## config.mk

```make
export PLATFORM = sky130hd
export DESIGN_NAME = apb_master_engine_flat
export DESIGN_NICKNAME = d
export VERILOG_FILES = /design/src/rtl/apb_master_engine_if.sv /design/src/rtl/apb_master_engine.sv /design/src/flat_wrapper.sv
export SDC_FILE = /design/constraint.sdc
export NUM_CORES = 1
export LEC_CHECK = 0
export ABC_AREA = 1
export BUFFER_PORTS_ARGS = -buffer_cell sky130_fd_sc_hd__buf_2
export CAP_MARGIN = 20
export CELL_PAD_IN_SITES_DETAIL_PLACEMENT = 0
export CELL_PAD_IN_SITES_GLOBAL_PLACEMENT = 1
export CORE_MARGIN = 1.5
export CORE_UTILIZATION = 34
export DETAILED_ROUTE_END_ITERATION = 8
export PLACE_DENSITY = 0.85
export REMOVE_ABC_BUFFERS = 1
export SYNTH_ARGS = -nofsm -noshare
export SYNTH_HDL_FRONTEND = slang
export SYNTH_SLANG_ARGS = --single-unit
```

## constraint.sdc

```tcl
create_clock -name i_clk -period 5.3 [get_ports i_clk]
set_input_delay 1.06 -clock i_clk [delete_from_list [all_inputs] [get_ports i_clk]]
set_output_delay 1.06 -clock i_clk [all_outputs]
set_load 0.005 [all_outputs]
```

## src/rtl/apb_master_engine_if.sv

```systemverilog
// Command/response port and APB bus bundle for apb_master_engine.
// The master modport is the engine's view; the slave modport is the environment's view.
interface apb_master_engine_if #(
  parameter int DATA_WIDTH = 16,
  parameter int ADDR_WIDTH = 16,
  parameter int NUM_SLAVES = 2
);
  logic                             i_cmd_valid;
  logic                             o_cmd_ready;
  logic                             i_cmd_write;
  logic [ADDR_WIDTH-1:0]            i_cmd_addr;
  logic [DATA_WIDTH-1:0]            i_cmd_wdata;
  logic                             o_rsp_valid;
  logic [DATA_WIDTH-1:0]            o_rsp_rdata;
  logic                             o_rsp_err;
  logic                             o_rsp_timeout;
  logic [ADDR_WIDTH-1:0]            o_PADDR;
  logic [NUM_SLAVES-1:0]            o_PSEL;
  logic                             o_PENABLE;
  logic                             o_PWRITE;
  logic [DATA_WIDTH-1:0]            o_PWDATA;
  logic [NUM_SLAVES-1:0]            i_PREADY;
  logic [NUM_SLAVES*DATA_WIDTH-1:0] i_PRDATA;
  logic [NUM_SLAVES-1:0]            i_PSLVERR;

  modport master (
    input  i_cmd_valid, i_cmd_write, i_cmd_addr, i_cmd_wdata,
    input  i_PREADY, i_PRDATA, i_PSLVERR,
    output o_cmd_ready, o_rsp_valid, o_rsp_rdata, o_rsp_err, o_rsp_timeout,
    output o_PADDR, o_PSEL, o_PENABLE, o_PWRITE, o_PWDATA
  );

  modport slave (
    output i_cmd_valid, i_cmd_write, i_cmd_addr, i_cmd_wdata,
    output i_PREADY, i_PRDATA, i_PSLVERR,
    input  o_cmd_ready, o_rsp_valid, o_rsp_rdata, o_rsp_err, o_rsp_timeout,
    input  o_PADDR, o_PSEL, o_PENABLE, o_PWRITE, o_PWDATA
  );
endinterface

```

## src/rtl/apb_master_engine.sv

```systemverilog
// Single-command APB master: decodes the slave from the top address bits, runs SETUP/ACCESS,
// and reports read data, PSLVERR/decode error and ACCESS timeout on a one-cycle response pulse.
module apb_master_engine #(
  parameter int DATA_WIDTH     = 16,
  parameter int ADDR_WIDTH     = 16,
  parameter int NUM_SLAVES     = 2,
  parameter int TIMEOUT_CYCLES = 16
) (
  input logic                  i_clk,
  input logic                  i_rst,
  apb_master_engine_if.master  bus
);
  localparam int SEL_BITS = (NUM_SLAVES > 1) ? $clog2(NUM_SLAVES) : 1;
  localparam int CNT_W    = (TIMEOUT_CYCLES > 0) ? $clog2(TIMEOUT_CYCLES + 1) : 1;

  typedef enum logic [1:0] {
    ST_IDLE   = 2'd0,
    ST_SETUP  = 2'd1,
    ST_ACCESS = 2'd2,
    ST_RESP   = 2'd3
  } state_t;

  state_t                state_q, state_d;
  logic                  write_q, write_d;
  logic [ADDR_WIDTH-1:0] addr_q, addr_d;
  logic [DATA_WIDTH-1:0] wdata_q, wdata_d;
  logic [SEL_BITS-1:0]   idx_q, idx_d;
  logic [CNT_W-1:0]      cnt_q, cnt_d;
  logic [NUM_SLAVES-1:0] psel_q, psel_d;
  logic                  penable_q, penable_d;
  logic                  cmd_ready_q, cmd_ready_d;
  logic                  rsp_valid_q, rsp_valid_d;
  logic [DATA_WIDTH-1:0] rsp_rdata_q, rsp_rdata_d;
  logic                  rsp_err_q, rsp_err_d;
  logic                  rsp_timeout_q, rsp_timeout_d;

  logic [SEL_BITS-1:0]   cmd_idx_s;
  logic                  pready_sel_s;
  logic                  pslverr_sel_s;
  logic [DATA_WIDTH-1:0] prdata_sel_s;

  // Slave index of the incoming command and the selected slave's return signals.
  always_comb begin
    cmd_idx_s     = (NUM_SLAVES == 1) ? {SEL_BITS{1'b0}} : bus.i_cmd_addr[ADDR_WIDTH-1 -: SEL_BITS];
    pready_sel_s  = 1'b0;
    pslverr_sel_s = 1'b0;
    prdata_sel_s  = {DATA_WIDTH{1'b0}};
    for (int k = 0; k < NUM_SLAVES; k++) begin
      pready_sel_s  = (int'(idx_q) == k) ? bus.i_PREADY[k]  : pready_sel_s;
      pslverr_sel_s = (int'(idx_q) == k) ? bus.i_PSLVERR[k] : pslverr_sel_s;
      prdata_sel_s  = (int'(idx_q) == k) ? bus.i_PRDATA[k*DATA_WIDTH +: DATA_WIDTH] : prdata_sel_s;
    end
  end

  // Next-state, command latch, timeout counter and registered-output decode.
  always_comb begin
    state_d       = state_q;
    write_d       = write_q;
    addr_d        = addr_q;
    wdata_d       = wdata_q;
    idx_d         = idx_q;
    cnt_d         = cnt_q;
    rsp_rdata_d   = rsp_rdata_q;
    rsp_err_d     = rsp_err_q;
    rsp_timeout_d = rsp_timeout_q;

    case (state_q)
      ST_IDLE: begin
        if (bus.i_cmd_valid) begin
          write_d = bus.i_cmd_write;
          addr_d  = bus.i_cmd_addr;
          wdata_d = bus.i_cmd_wdata;
          idx_d   = cmd_idx_s;
          if (int'(cmd_idx_s) < NUM_SLAVES) begin
            state_d = ST_SETUP;
          end else begin
            state_d       = ST_RESP;
            rsp_err_d     = 1'b1;
            rsp_timeout_d = 1'b0;
            rsp_rdata_d   = {DATA_WIDTH{1'b0}};
          end
        end else begin
          state_d = ST_IDLE;
        end
      end
      ST_SETUP: begin
        state_d = ST_ACCESS;
      end
      ST_ACCESS: begin
        if (pready_sel_s) begin
          state_d       = ST_RESP;
          rsp_err_d     = pslverr_sel_s;
          rsp_timeout_d = 1'b0;
          rsp_rdata_d   = (!write_q && !pslverr_sel_s) ? prdata_sel_s : {DATA_WIDTH{1'b0}};
        end else if (TIMEOUT_CYCLES != 0) begin
          cnt_d = cnt_q + CNT_W'(1);
          // Counter counts wait cycles; hitting the limit aborts this same cycle.
          if (cnt_d == CNT_W'(TIMEOUT_CYCLES)) begin
            state_d       = ST_RESP;
            rsp_err_d     = 1'b1;
            rsp_timeout_d = 1'b1;
            rsp_rdata_d   = {DATA_WIDTH{1'b0}};
          end else begin
            state_d = ST_ACCESS;
          end
        end else begin
          state_d = ST_ACCESS;
        end
      end
      ST_RESP: begin
        state_d = ST_IDLE;
        cnt_d   = {CNT_W{1'b0}};
      end
      default: begin
        state_d = ST_IDLE;
        cnt_d   = {CNT_W{1'b0}};
      end
    endcase

    rsp_valid_d = (state_d == ST_RESP);
    penable_d   = (state_d == ST_ACCESS);
    cmd_ready_d = (state_d == ST_IDLE);
    psel_d      = {NUM_SLAVES{1'b0}};
    for (int k = 0; k < NUM_SLAVES; k++) begin
      psel_d[k] = ((state_d == ST_SETUP) || (state_d == ST_ACCESS)) && (int'(idx_d) == k);
    end
  end

  // State and output registers with synchronous reset.
  always_ff @(posedge i_clk) begin
    if (i_rst) begin
      state_q       <= ST_IDLE;
      write_q       <= 1'b0;
      addr_q        <= {ADDR_WIDTH{1'b0}};
      wdata_q       <= {DATA_WIDTH{1'b0}};
      idx_q         <= {SEL_BITS{1'b0}};
      cnt_q         <= {CNT_W{1'b0}};
      psel_q        <= {NUM_SLAVES{1'b0}};
      penable_q     <= 1'b0;
      cmd_ready_q   <= 1'b1;
      rsp_valid_q   <= 1'b0;
      rsp_rdata_q   <= {DATA_WIDTH{1'b0}};
      rsp_err_q     <= 1'b0;
      rsp_timeout_q <= 1'b0;
    end else begin
      state_q       <= state_d;
      write_q       <= write_d;
      addr_q        <= addr_d;
      wdata_q       <= wdata_d;
      idx_q         <= idx_d;
      cnt_q         <= cnt_d;
      psel_q        <= psel_d;
      penable_q     <= penable_d;
      cmd_ready_q   <= cmd_ready_d;
      rsp_valid_q   <= rsp_valid_d;
      rsp_rdata_q   <= rsp_rdata_d;
      rsp_err_q     <= rsp_err_d;
      rsp_timeout_q <= rsp_timeout_d;
    end
  end

  assign bus.o_cmd_ready   = cmd_ready_q;
  assign bus.o_rsp_valid   = rsp_valid_q;
  assign bus.o_rsp_rdata   = rsp_rdata_q;
  assign bus.o_rsp_err     = rsp_err_q;
  assign bus.o_rsp_timeout = rsp_timeout_q;
  assign bus.o_PADDR       = addr_q;
  assign bus.o_PSEL        = psel_q;
  assign bus.o_PENABLE     = penable_q;
  assign bus.o_PWRITE      = write_q;
  assign bus.o_PWDATA      = wdata_q;
endmodule
```

## src/flat_wrapper.sv

```systemverilog
// flat-port wrapper written by rule: the top's interface ports become plain ports
module apb_master_engine_flat 
#(
  parameter int DATA_WIDTH     = 16,
  parameter int ADDR_WIDTH     = 16,
  parameter int NUM_SLAVES     = 2,
  parameter int TIMEOUT_CYCLES = 16
)
  (i_clk, i_rst, bus_i_cmd_valid, bus_i_cmd_write, bus_i_cmd_addr, bus_i_cmd_wdata, bus_i_PREADY, bus_i_PRDATA, bus_i_PSLVERR, bus_o_cmd_ready, bus_o_rsp_valid, bus_o_rsp_rdata, bus_o_rsp_err, bus_o_rsp_timeout, bus_o_PADDR, bus_o_PSEL, bus_o_PENABLE, bus_o_PWRITE, bus_o_PWDATA);
  apb_master_engine_if #(.DATA_WIDTH(DATA_WIDTH), .ADDR_WIDTH(ADDR_WIDTH), .NUM_SLAVES(NUM_SLAVES)) bus_i ();
  input logic i_clk;
  input logic i_rst;
  input wire logic [$bits(bus_i.i_cmd_valid)-1:0] bus_i_cmd_valid;
  input wire logic [$bits(bus_i.i_cmd_write)-1:0] bus_i_cmd_write;
  input wire logic [$bits(bus_i.i_cmd_addr)-1:0] bus_i_cmd_addr;
  input wire logic [$bits(bus_i.i_cmd_wdata)-1:0] bus_i_cmd_wdata;
  input wire logic [$bits(bus_i.i_PREADY)-1:0] bus_i_PREADY;
  input wire logic [$bits(bus_i.i_PRDATA)-1:0] bus_i_PRDATA;
  input wire logic [$bits(bus_i.i_PSLVERR)-1:0] bus_i_PSLVERR;
  output wire logic [$bits(bus_i.o_cmd_ready)-1:0] bus_o_cmd_ready;
  output wire logic [$bits(bus_i.o_rsp_valid)-1:0] bus_o_rsp_valid;
  output wire logic [$bits(bus_i.o_rsp_rdata)-1:0] bus_o_rsp_rdata;
  output wire logic [$bits(bus_i.o_rsp_err)-1:0] bus_o_rsp_err;
  output wire logic [$bits(bus_i.o_rsp_timeout)-1:0] bus_o_rsp_timeout;
  output wire logic [$bits(bus_i.o_PADDR)-1:0] bus_o_PADDR;
  output wire logic [$bits(bus_i.o_PSEL)-1:0] bus_o_PSEL;
  output wire logic [$bits(bus_i.o_PENABLE)-1:0] bus_o_PENABLE;
  output wire logic [$bits(bus_i.o_PWRITE)-1:0] bus_o_PWRITE;
  output wire logic [$bits(bus_i.o_PWDATA)-1:0] bus_o_PWDATA;
  assign bus_i.i_cmd_valid = bus_i_cmd_valid;
  assign bus_i.i_cmd_write = bus_i_cmd_write;
  assign bus_i.i_cmd_addr = bus_i_cmd_addr;
  assign bus_i.i_cmd_wdata = bus_i_cmd_wdata;
  assign bus_i.i_PREADY = bus_i_PREADY;
  assign bus_i.i_PRDATA = bus_i_PRDATA;
  assign bus_i.i_PSLVERR = bus_i_PSLVERR;
  assign bus_o_cmd_ready = bus_i.o_cmd_ready;
  assign bus_o_rsp_valid = bus_i.o_rsp_valid;
  assign bus_o_rsp_rdata = bus_i.o_rsp_rdata;
  assign bus_o_rsp_err = bus_i.o_rsp_err;
  assign bus_o_rsp_timeout = bus_i.o_rsp_timeout;
  assign bus_o_PADDR = bus_i.o_PADDR;
  assign bus_o_PSEL = bus_i.o_PSEL;
  assign bus_o_PENABLE = bus_i.o_PENABLE;
  assign bus_o_PWRITE = bus_i.o_PWRITE;
  assign bus_o_PWDATA = bus_i.o_PWDATA;
  apb_master_engine #(.DATA_WIDTH(DATA_WIDTH), .ADDR_WIDTH(ADDR_WIDTH), .NUM_SLAVES(NUM_SLAVES), .TIMEOUT_CYCLES(TIMEOUT_CYCLES)) u_core (.i_clk(i_clk), .i_rst(i_rst), .bus(bus_i));
endmodule
```

; ---- Word-level counts from Yosys, hierarchy flattened
; Index checks and enable logic that the tools add are counted.
[op_classes]
add_sub_neg = 1
n_eq_ne = 8
muxes = 17
bitwise = 1
reduce_logical = 13
[op_table]
columns = op, n
row1 = 16-bit 2-to-1 mux, 4
row2 = 5-bit one-hot mux with 2 select lines, 1
row3 = 1-bit 2-to-1 mux, 9
row4 = 2-bit == test (second input constant), 4
row5 = 2-bit one-hot mux with 4 select lines, 1
row6 = 2-bit AND reduction, 3
row7 = 5-bit by 1-bit adder with 5-bit output (second input constant), 1
row8 = 5-bit == test (second input constant), 1
row9 = 5-bit 2-to-1 mux, 1
row10 = 2-bit by 1-bit == test with 1-bit output (second input constant), 2
row11 = 2-bit zero test, 2
row12 = 2-bit nonzero test, 2
row13 = 1-bit logical AND, 3
row14 = 1-bit zero test, 2
row15 = 2-bit 2-to-1 mux, 1
row16 = 2-bit inequality test (second input constant), 1
row17 = 1-bit logical OR, 1
row18 = 1-bit NOT, 1
[word_totals]
reg_bits = 64
input_bits = 72
output_inout_bits = 56
wordCells = 53

; ---- Depth between registers and ports, before layout
[logic_depth]
ltp_word = 8
ltp_mapped = 12
mapped_depth_nobuf = 12

; ---- Least setup slack after synthesis
; No wires, ideal clock.
[synth_path]
kind = input-to-reg
from = input bus_i_PREADY[1]
to = register u_core.cmd_ready_q, in the netlist u_core.bus.o_cmd_ready
arrival_time_ns = 1.917
setup_slack_ns = 3.260
path_stages = 7
path_buffers = 0
cell_sequence = nand2_2 nand2_4 nand2_2 nand3b_1 nand2_1 ha_1 or2_2
[synth_via]
elab_chain_cells = 4
[synth_lines]
columns = element, line_no
row1 = from (decl), flat_wrapper.sv:17  ; input wire logic [$bits(bus_i.i_PREADY)-1:0] bus_i_PREADY;
row2 = 1-bit 2-to-1 mux, apb_master_engine.sv:49  ; pready_sel_s = (int'(idx_q) == k) ? bus.i_PREADY[k] : pready_sel_s;
row3 = 2-bit 2-to-1 mux, apb_master_engine.sv:90  ; if (pready_sel_s) begin
row4 = 2-bit one-hot mux with 4 select lines, apb_master_engine.sv:67  ; case (state_q)
row5 = 2-bit zero test, apb_master_engine.sv:122  ; cmd_ready_d = (state_d == ST_IDLE);
row6 = via u_core.cmd_ready_d, apb_master_engine.sv:31  ; logic cmd_ready_q, cmd_ready_d;
row7 = to (signal assigned), apb_master_engine.sv:154  ; cmd_ready_q <= cmd_ready_d;
row8 = to (decl), apb_master_engine.sv:31
; The timed path passes the listed nets, and every way through them passes these cells.
; A chain may end at the register's enable or synchronous reset.

; ---- Final worst setup path
[layout_path]
from = input bus_i_cmd_valid
to = register u_core.psel_q[1], in the netlist u_core.bus.o_PSEL[1]
[layout_via]
elab_chain_cells = 5
elab_cells_between_ends = 8
[layout_lines]
columns = element, line_no
row1 = from (decl), flat_wrapper.sv:13  ; input wire logic [$bits(bus_i.i_cmd_valid)-1:0] bus_i_cmd_valid;
row2 = 1-bit 2-to-1 mux, apb_master_engine.sv:69  ; if (bus.i_cmd_valid) begin
row3 = 2-bit one-hot mux with 4 select lines, apb_master_engine.sv:67
row4 = 2-bit by 1-bit == test with 1-bit output or 2-bit == test (tied branches), apb_master_engine.sv:125  ; psel_d[k] = ((state_d == ST_SETUP) || (state_d == ST_ACCESS)) && (int'(idx_d) == k);
row5 = 1-bit logical OR, apb_master_engine.sv:125
row6 = 1-bit logical AND (*), apb_master_engine.sv:125
row7 = to (signal assigned), apb_master_engine.sv:138  ; psel_q <= {NUM_SLAVES{1'b0}};
row8 = to (signal assigned), apb_master_engine.sv:152  ; psel_q <= psel_d;
row9 = to (decl), apb_master_engine.sv:29  ; logic [NUM_SLAVES-1:0] psel_q, psel_d;
; Mark *: on every way between the ends. The rest lies on a longest branch, timed or not.

==> impl_metrics.tcl <==
set metrics [dict create \
    outcome "finished clean" \
    avgViaCountPerCell 4.41 \
    hold_ws_ps 441 \
    synth_xor_area_share_pct 0 \
    antenna_found_initial 0 \
    critical_path.endpoint "u_core.bus.o_PSEL[1]" \
    cts_hold_buf 0 \
    internal_power_w 0.000928 \
    p_switching_w 0.000469 \
    grt_max_degree 35 \
    final_net_count 599 \
    synth.area.top_cells "dfxtp_1 (45%), nand2_1 (15%), nor2_1 (12%)" \
    place_congestion 0.766 \
    drt-initial-drc-count 53 \
    synthMuxAreaShare_pct 0 \
    start_kind "input port" \
    first_pass_iters 6 \
    final-hold-violation-count 0 \
    die_h_um 94.7 \
    grt_pass1_wl_mm 11.1 \
    synth_fa_ha_area_share_pct 3.94 \
    die_x_um 94.7 \
    gr-total-overflow 0 \
    vias 2762 \
    fin_crit_ps 3430 \
    rows 33 \
    insertedDiodeCount 0 \
    dp_hpwl_mm 5.06 \
    path_max_fanout 34 \
    setup_viol 0 \
    cp.arrival_ps 3690 \
    p_sw_share_pct 33.6 \
    synth_cells 398 \
    cts_root_buf "clkbuf_8" \
    worstSetupPathType "in -> reg" \
    final.setup.tns_ps 0 \
    ys_warn_count 0 \
    cts_num_sinks 64 \
    ir_worst_vdd_v 0.000131 \
    clk_latency_ps 330 \
    rrSetupSlack_ps 2120 \
    rsz0062_at_grt "false" \
    min-delay-start "u_core.bus.o_rsp_timeout" \
    pwr-share-seq_pct 44.2 \
    place.port_buffers 127 \
    synth_top_family_by_area "simple AND/OR/NAND/NOR gates" \
    yosysSeqAreaShare_pct 44.9 \
    cp-startpoint "bus_i_cmd_valid" \
    yosys.area.top_type_share_pct 44.9 \
    synthSimpleGateAreaFrac_pct 36.7 \
    core-area_um2 8180 \
    worst_slew_pin_slew_ps 966 \
    first_global_vias 2487 \
    timing.rr.start "u_core.state_q[1]" \
    grt_usage_pct 16.1 \
    drc_errors 0 \
    avgSynthCellArea_um2 7.18 \
    fill_cells 889 \
    start_util_pct 34.9 \
    p_leak_nw 1.86 \
    skew_ps 6.20 \
    synth_cell_types 27 \
    rr_endpoint "u_core.bus.o_PSEL[1]" \
    area_delta_synth_final_pct 29.3 \
    cap_violations 0 \
    synth-compound-area-share_pct 7.67 \
    wirelength_mm 7.10 \
    pin_count 128 \
    syn_area_um2 2860 \
    cts_buffers 9 \
    yosys.area.top_type "dfxtp_1" \
    combPwrFrac_pct 29.2 \
    relSlewSlack_pct 35.2 \
    fin_crit_sh_pct 64.7 \
    timing.fmax_mhz 292 \
    worstSetupEndpointType "flop" \
    required_ps 5560 \
    drive_gt1_share_pct 32.8 \
    antenna_left 0 \
    slew_violations 0 \
    post_cts_buffers 0 \
    reg2regPathDepth 7 \
    hold_class "reg -> reg" \
    powerDensity_nw_per_um2 378 \
    postCtsResizedCells 0 \
    die_area_um2 8960 \
    cts_tree "built" \
    cts_buffer_depth 2 \
    wl_per_cell_um 11.3 \
    clkTransAtPathRegs_ps 70 \
    clkPwrFrac_pct 26.6 \
    ys_ff_latch 64 \
    htree_levels 3 \
]
-- final cells by class --
type | count | area, um^2 | area share (%)
Multi-Input combinational cell | 294 | 1380 | 37.4
Sequential cell | 64 | 1280 | 34.7
Timing Repair Buffer | 128 | 643 | 17.4
Clock buffer | 12 | 155 | 4.20
Tap cell | 105 | 131 | 3.56
Inverter | 21 | 83.8 | 2.27
Clock inverter | 3 | 17.5 | 0.474
-- state kept, by name, indices dropped and copies added, names as in the netlist --
signal,flops
u_core.bus.o_rsp_err,1
u_core.idx_q,1
u_core.bus.o_PWRITE,1
u_core.bus.o_rsp_valid,1
u_core.bus.o_PWDATA,16
u_core.state_q,2
u_core.bus.o_rsp_rdata,16
u_core.bus.o_PSEL,2
u_core.bus.o_PENABLE,1
u_core.bus.o_rsp_timeout,1
u_core.cnt_q,5
u_core.bus.o_cmd_ready,1
u_core.bus.o_PADDR,16
-- cells in the final DEF (no fill, tap or decap), drive strengths merged --
cell and instances:
ha 9, clkinv 3, nor2 104, clkinvlp 1, a21oi 8, buf 128, nand2 125, nand3 6
o21ai 35, inv 20, nor3 2, clkbuf 12, nand4 2, nand3b 2, dfxtp 64, or2 1
-- layer usage --
layer	track usage (%)	vias to the layer above	wire [um]
li1	-	1459	-
met1	18.9	1232	3180
met2	26.9	59	3390
met3	3.78	12	341
met4	8.83	0	185
met5	0	-	0
-- cell families after synthesis --
kind of cell / count (synthesis)
AO/OA/AOI/OAI: 43
adder cells (fa/ha/maj): 9
buffers and inverters: 40
flip-flops: 64
AND/OR/NAND/NOR: 242
-- critical path, stage by stage --
cell and delay [ps]:
buf_2 110, nand2_1 700, clkinv_1 1060, o21ai_0 530, inv_1 90, nor3_1 130
-- how the worst min path moves through the flow --
| stage | endpoint | cells past startpoint |
|---|---|---|
| 3_3_place_gp | u_core.bus.o_rsp_timeout | 2 |
| 5_1_grt | u_core.bus.o_rsp_timeout | 2 |
| 3_5_place_dp | u_core.bus.o_rsp_timeout | 2 |
| 6_report | u_core.bus.o_rsp_timeout | 2 |
| 4_1_cts | u_core.bus.o_rsp_timeout | 2 |
| 2_1_floorplan | u_core.bus.o_rsp_timeout | 2 |
-- synth_stat cells --
cell type  count
nand3b_1       2
ha_1           9
buf_1          1
clkbuf_1       9
inv_6          1
nand2_2        8
buf_4          1
o21ai_2        1
nand3_1        4
nand2_4        3
buf_6          4
or2_2          1
nand3_4        2
a21oi_1        8
o21ai_0       34
buf_2          4
dfxtp_1       64
nand2_1      114
nor2_2        10
nor2_4         1
inv_1         18
nor2_1        92
nor2_8         1
inv_2          1
nor3_1         2
clkinv_1       1
nand4_1        2
-- power groups by stage --
stage / Clock, W / Sequential (W) / Combinational (W)
floorplan: 0 / 0.000631 / 0.000238
global placement: 0 / 0.000627 / 0.000407
detailed placement: 0 / 0.000629 / 0.000414
CTS: 0.000386 / 0.000619 / 0.000417
global route: 0.000402 / 0.000629 / 0.000479
finish: 0.000371 / 0.000618 / 0.000408
-- through the flow --
step | utilization, % | power [W] | instance area, um^2 | instances | setup WS [ps]
CTS | 45.2 | 0.00142 | 3690 | 627 | 1850
global placement | 43.1 | 0.00103 | 3520 | 612 | 1490
floorplan | - | 0.000869 | 2750 | 379 | 2490
global route | 45.2 | 0.00151 | 3690 | 627 | 1560
finish | 45.2 | 0.00140 | 3690 | 627 | 1870
detailed placement | 43.1 | 0.00104 | 3520 | 612 | 1490
No activity file was read; power rests on OpenSTA's default activity.
